===== config.mk =====
export PLATFORM = sky130hd
export DESIGN_NAME = ama_riscv_load_unit
export DESIGN_NICKNAME = d
export VERILOG_FILES = /design/src/rtl/ama_riscv_load_unit.sv
export SDC_FILE = /design/constraint.sdc
export NUM_CORES = 1
export LEC_CHECK = 0
export BUFFER_PORTS_ARGS = -buffer_cell sky130_fd_sc_hd__buf_4
export CORE_MARGIN = 1
export CORE_UTILIZATION = 53
export DETAILED_ROUTE_END_ITERATION = 10
export PLACE_DENSITY = 0.9
export SYNTH_ARGS = -nofsm -noshare
export SYNTH_HDL_FRONTEND = slang
export SYNTH_SLANG_ARGS = --single-unit

===== constraint.sdc =====
create_clock -name clk_i -period 2.33 [get_ports clk_i]
set_input_delay 0.233 -clock clk_i [delete_from_list [all_inputs] [get_ports clk_i]]
set_output_delay 0.233 -clock clk_i [all_outputs]
set_load 0.1 [all_outputs]

===== src/rtl/ama_riscv_load_unit.sv =====
// Load unit: captures a load request in MEM and aligns/extends the DMEM word
// that returns one cycle later. The result is held stable across pipeline stalls.
module ama_riscv_load_unit (
  input  logic        clk_i,
  input  logic        rst_i,
  input  logic        en_i,
  input  logic [1:0]  offset_i,
  input  logic [2:0]  width_i,
  input  logic        stall_i,
  input  logic        flush_i,
  input  logic [31:0] dmem_rdata_i,
  output logic [31:0] load_data_o,
  output logic        load_valid_o,
  output logic        load_err_o
);

  typedef enum logic [1:0] {
    IDLE = 2'd0,
    PEND = 2'd1,
    HOLD = 2'd2
  } state_t;

  state_t      state_q, state_d;
  logic [1:0]  req_offset_q, req_offset_d;
  logic [2:0]  req_width_q, req_width_d;
  logic        req_err_q, req_err_d;
  logic [31:0] hold_data_q, hold_data_d;

  logic        accept;
  logic        err_in;
  logic [31:0] src;
  logic [7:0]  byte_sel;
  logic [15:0] half_sel;
  logic        sgn;
  logic [31:0] ext;

  // flush and stall both override a new request
  assign accept = en_i && !stall_i && !flush_i;

  // Misalignment / unsupported-width check on the incoming request
  always_comb begin
    err_in = 1'b0;
    if (width_i[1:0] == 2'b11)                         err_in = 1'b1;
    if (width_i[2] && (width_i[1:0] == 2'b10))         err_in = 1'b1;
    if ((width_i[1:0] == 2'b01) && (offset_i == 2'd3)) err_in = 1'b1;
    if ((width_i[1:0] == 2'b10) && (offset_i != 2'd0)) err_in = 1'b1;
  end

  // State, request and hold registers
  always_ff @(posedge clk_i) begin
    if (rst_i) begin
      state_q      <= IDLE;
      req_offset_q <= 2'd0;
      req_width_q  <= 3'd0;
      req_err_q    <= 1'b0;
      hold_data_q  <= 32'd0;
    end else begin
      state_q      <= state_d;
      req_offset_q <= req_offset_d;
      req_width_q  <= req_width_d;
      req_err_q    <= req_err_d;
      hold_data_q  <= hold_data_d;
    end
  end

  // Next-state: flush > stall > accept; hold_data only snapshots on PEND->HOLD
  always_comb begin
    state_d      = state_q;
    req_offset_d = req_offset_q;
    req_width_d  = req_width_q;
    req_err_d    = req_err_q;
    hold_data_d  = hold_data_q;
    case (state_q)
      IDLE: if (accept) state_d = PEND;
      PEND: begin
        if (flush_i)      state_d = IDLE;
        else if (stall_i) begin
          state_d     = HOLD;
          hold_data_d = dmem_rdata_i;
        end
        else if (accept)  state_d = PEND;
        else              state_d = IDLE;
      end
      HOLD: begin
        if (flush_i)      state_d = IDLE;
        else if (stall_i) state_d = HOLD;
        else if (accept)  state_d = PEND;
        else              state_d = IDLE;
      end
      default: state_d = IDLE;
    endcase
    if (accept) begin
      req_offset_d = offset_i;
      req_width_d  = width_i;
      req_err_d    = err_in;
    end
  end

  // Align and extend from live DMEM data or the held snapshot
  always_comb begin
    src = (state_q == HOLD) ? hold_data_q : dmem_rdata_i;
    case (req_offset_q)
      2'd0:    byte_sel = src[7:0];
      2'd1:    byte_sel = src[15:8];
      2'd2:    byte_sel = src[23:16];
      default: byte_sel = src[31:24];
    endcase
    case (req_offset_q)
      2'd0:    half_sel = src[15:0];
      2'd1:    half_sel = src[23:8];
      default: half_sel = src[31:16];  // offset 3 is flagged as an error
    endcase
    sgn = ~req_width_q[2];
    case (req_width_q[1:0])
      2'b00:   ext = {{24{sgn & byte_sel[7]}}, byte_sel};
      2'b01:   ext = {{16{sgn & half_sel[15]}}, half_sel};
      default: ext = src;
    endcase
  end

  // Outputs: valid in PEND/HOLD; an erroring request returns zero data
  always_comb begin
    load_data_o  = 32'd0;
    load_valid_o = 1'b0;
    load_err_o   = 1'b0;
    if ((state_q == PEND) || (state_q == HOLD)) begin
      load_valid_o = 1'b1;
      if (req_err_q) load_err_o  = 1'b1;
      else           load_data_o = ext;
    end
  end

endmodule


==> flow_summary_export.csv, run 1 <==
group,metric,value,unit
status,status,"did not finish",
status,stop_stage,"5_1_grt",
status,firstError,"[ERROR DPL-0033] detailed placement checks failed during check placement.",
synthesis,synth_edf_count,0,
place,globalplace.congestion,1.01,
die,fp.dieW,74.1,um
cts,cts.hold.buffers_added,0,
grt,grt_max_degree,41,
timing,crit_endpoint,"load_data_o[30]",
synthesis,synth_most_common_cell,"nand2_1",
die,die_h,74.1,um
synthesis,ys_seq_area_share,29.1,%
cts,cts_max_path_buffers,2,
die,initial_core_util,56.8,%
place,portBuffers,75,
synthesis,syn_nets,399,
synthesis,yosysWarningCount,0,
synthesis,synth-async-reset-ratio,0,%
die,io_pins,76,
synthesis,synth_common_cells,"nand2_1, a21oi_1, dfxtp_1",
synthesis,netlist_area,2750,um^2
place,placed_area,3850,um^2
timing,worst_endpoint_kind,"top-level output",
synthesis,ys_types,41,
synthesis,synth_flop_cell,"dfxtp_1",
grt,antenna_found_initial,0,
place,dp.final_hpwl,6580,um
cts,clock-sinks,40,
place,placedCellCount,487,
synthesis,yosys.area.top_type_share,29.1,%
cts,cts_root_buf,"clkbuf_8",
cts,cts_made_buffers,5,
synthesis,synth-seq-cells,40,
cts,cts_max_level,2,
synthesis,yosysTopAreaCell,"dfxtp_1",
synthesis,syn_area_per_cell,7.80,um^2
synthesis,syn-instance-count,353,
die,rows,25,
synthesis,synth.area.top_cells,"dfxtp_1, nand2_1, mux2_2, a21oi_1, nand3_2",
[cells by family after synthesis]
family	Yosys count	synth area share (%)
simple gates	132	22.7
compound gates	106	25.0
flops	40	29.1
buf+inv	38	7.00
mux	33	14.4
fa+ha+maj	4	1.82
[per-stage QoR]
step / setup WS [ns] / hold slack [ns]
after detailed placement: -0.0650 / 0.447
after floorplan: -0.0655 / 0.369
after global placement: -0.00423 / 0.438
after CTS: -0.196 / 0.173
[repair_timing]
item / in CTS
endpoints found under the setup margin: 32
gates resized for setup: 117
gates cloned: 3
setup buffers: 13
pin swaps: 18
==> run 2: changes to the inputs <==
--- a/config.mk
+++ b/config.mk
@@ -7,9 +7,9 @@
 export LEC_CHECK = 0
 export BUFFER_PORTS_ARGS = -buffer_cell sky130_fd_sc_hd__buf_4
 export CORE_MARGIN = 1
-export CORE_UTILIZATION = 53
+export CORE_UTILIZATION = 40
 export DETAILED_ROUTE_END_ITERATION = 10
-export PLACE_DENSITY = 0.9
+export PLACE_DENSITY_LB_ADDON = 0.15
 export SYNTH_ARGS = -nofsm -noshare
 export SYNTH_HDL_FRONTEND = slang
 export SYNTH_SLANG_ARGS = --single-unit
==> run 2 against run 1 <==
  * The flow now finishes, with violations (design-rule violations, negative setup slack)
  * Synthesized cell count is the same
  * Area after synthesis is the same
==> flow_summary_export.csv, run 2 <==
group,metric,value,unit
status,status,"finished with violations",
status,violations,"design-rule violations, negative setup slack",
pwr,powerDensity,408,nW/um^2
setup_path,path_max_fanout,6,
cts,cts_root_buf,"clkbuf_8",
die,fp.dieW,85.0,um
setup_path,end_kind,"primary output",
place,portBuffers,75,
synthesis,synth_most_common_cell,"nand2_1",
synthesis,synth_xor_area_share,0,%
final_layout,final_cell_mix,"nand2_1, buf_4, a21oi_1",
die,rows,29,
die,io_pins,76,
setup_path,crit_buf_inv,4,
pwr,ir_drop,0.246,mV
timing,clock_skew,0.00870,ns
place,placedCellCount,493,
grt,grt_pass1_wl,14700,um
synthesis,synth-async-reset-ratio,0,%
cts,clk-insertion-delay-late,0.30,ns
cts,cts_tree,"yes",
cts,cts_max_level,2,
final_layout,fin_cells,520,
synthesis,yosysWarningCount,0,
setup_path,cp_common_cell,"buf_12",
synthesis,yosys-mux-area-fraction,14.4,%
synthesis,synth.area.top_cells,"dfxtp_1, nand2_1, mux2_2, a21oi_1, nand3_2",
final_layout,largest_register_ffs,32,
synthesis,yosys.area.top_type_share,29.1,%
synthesis,synth_common_cells,"nand2_1, a21oi_1, dfxtp_1",
synthesis,yosysTopAreaCell,"dfxtp_1",
grt,grt_usage,25.8,%
route,vias_per_cell,5.72,
timing,worst_slack,-0.296,ns
timing,post-route-period-util,113,%
timing,min_period,2.63,ns
grt,grt_pass1_vias,2844,
synthesis,ys_seq_area_share,29.1,%
grt,antenna_found_initial,0,
die,die_h,85.0,um
timing,slew_violations,0,
timing,setup_viol_count_final,30,
timing,worst_pin_slew,0.645,ns
cts,cts.hold.buffers_added,0,
timing,relSlewSlack,56.8,%
job,drv_cap,0,
route,drtIter0Drc,286,
synthesis,synth-adder-area-share,1.82,%
setup_path,cp_slowest_cell,"a222oi_1",
synthesis,synth_edf_count,0,
final_layout,drive_above_1_share,47.0,%
setup_path,required,2.10,ns
route,wl,9420,um
timing,grt_setup_unrepaired,"true",
final_layout,area_growth,70.5,%
grt,grt_overflow,0,
synthesis,syn-instance-count,353,
final_layout,n_fill_cell,468,
final_layout,antenna_cells,0,
synthesis,synth_top_family_by_area,"compound AO/OA/AOI/OAI gates",
setup_path,critical-path-max-stage-delay,0.54,ns
pwr,fin_total_pwr,1.91,mW
worst_hold_path,min_path_type,"in -> reg",
final_layout,reg_top3,"hold_data_q (32), req_width_q (3)",
route,ant_nets,0,
synthesis,syn_area_per_cell,7.80,um^2
synthesis,ys_types,41,
place,dp.final_hpwl,6160,um
route,via_count,2972,
synthesis,synth_compound_area_share,25.0,%
synthesis,yosys.area_share.simple,22.7,%
cts,cts_made_buffers,5,
final_layout,nets,488,
final_layout,final_common_cell,"nand2_1",
grt,grt_max_degree,41,
route,dr.pass1.iters,8,
setup_path,cp_top_family,"compound AO/OA/AOI/OAI gates",
synthesis,netlist_area,2750,um^2
pwr,p_leak,1.84,nW
cts,clock-sinks,40,
setup_path,cp.arrival,2.39,ns
place,globalplace.congestion,0.888,
die,core,6490,um^2
route,wl_per_cell,18.1,um
synthesis,synth-seq-cells,40,
setup_path,cp_cell_sequence,"inv_4, ha_4, buf_12, buf_12, mux2_4, a222oi_1, a31oi_4, buf_12",
setup_path,worstSetupPathType,"reg -> out",
die,die_area,7220,um^2
synthesis,synth_flop_cell,"dfxtp_1",
die,initial_core_util,42.4,%
final_layout,top_register,"hold_data_q",
timing,fmax,381,MHz
cts,cts_max_path_buffers,2,
setup_path,startpoint_type,"flip-flop",
synthesis,syn_nets,399,
route,post-route-drc-count,6,
timing,hold_violations,0,
cts,clk_pin_slew_worst_paths,0.08,ns
==> run 2: metrics by stage <==
stage | setup WS (ns) | hold slack [ns] | TNS [ns] | utilization, % | instance area [um^2]
6_report | -0.296 | 0.175 | -4.22 | 72.2 | 4690
3_3_place_gp | 0.0328 | 0.438 | 0 | 59.3 | 3850
5_1_grt | -0.369 | 0.182 | -6.40 | 72.2 | 4690
2_1_floorplan | -0.0655 | 0.369 | -1.06 | - | 3170
3_5_place_dp | -0.00268 | 0.443 | -0.00268 | 59.3 | 3850
4_1_cts | -0.192 | 0.171 | -3.72 | 69.1 | 4490
==> run 2: cell families after synthesis <==
family / after synthesis
flops: 40
buf+inv: 38
compound gates: 106
mux: 33
fa+ha+maj: 4
simple gates: 132
==> run 2: worst register-to-register path, cell delays in order (launching register included) <==
cell	delay, ns
dfxtp_2	0.34
buf_4	0.14
inv_1	0.11
ha_1	0.18
and3b_1	0.16
buf_4	0.32
nand2_1	0.12
a21oi_1	0.13
==> run 2: path summary, 6_finish.rpt <==
kind	startpoint	endpoint	slack, ns	depth (start not counted)
min	offset_i[1]	req_offset_q[1]$_SDFFE_PP0P_	0.18	3
min reg2reg	hold_data_q[3]$_SDFFE_PP0P_	hold_data_q[3]$_SDFFE_PP0P_	0.46	2
max	state_q[0]$_SDFFE_PP0P_	load_data_o[8]	-0.30	8
max reg2reg	state_q[1]$_SDFFE_PP0P_	hold_data_q[21]$_SDFFE_PP0P_	0.76	7
==> run 2: where the power goes <==
part | leakage (nW) | internal [mW] | switching, mW | total [mW]
clock network | 0.0510 | 0.237 | 0.262 | 0.498
logic | 1.46 | 0.282 | 0.427 | 0.709
registers | 0.324 | 0.696 | 0.0114 | 0.707
total | 1.84 | 1.21 | 0.700 | 1.91
==> run 2: area by class of cell <==
| type | instances | area (um^2) | area share, % |
|---|---|---|---|
| Clock buffer | 6 | 82.6 | 1.76 |
| Clock inverter | 2 | 10.0 | 0.213 |
| Inverter | 13 | 51.3 | 1.09 |
| Multi-Input combinational cell | 275 | 2310 | 49.3 |
| Sequential cell | 40 | 803 | 17.1 |
| Tap cell | 77 | 96.3 | 2.05 |
| Timing Repair Buffer | 107 | 1340 | 28.5 |
==> run 2: metal layers <==
layer	wire length (um)	share of wire (%)	global-route usage, %
met5	0	0	0
met2	4570	48	42.4
met1	4180	44	35.5
met4	148	1.6	5.70
met3	519	5.5	4.09
==> run 2: repair_timing <==
action / CTS / global route
pin swaps: 20 / 14
setup buffers: 10 / 7
cloned: 2 / 2
gates resized for setup: 105 / 32
setup endpoints to repair: 32 / 32
Power figures use the tool's default switching activity.
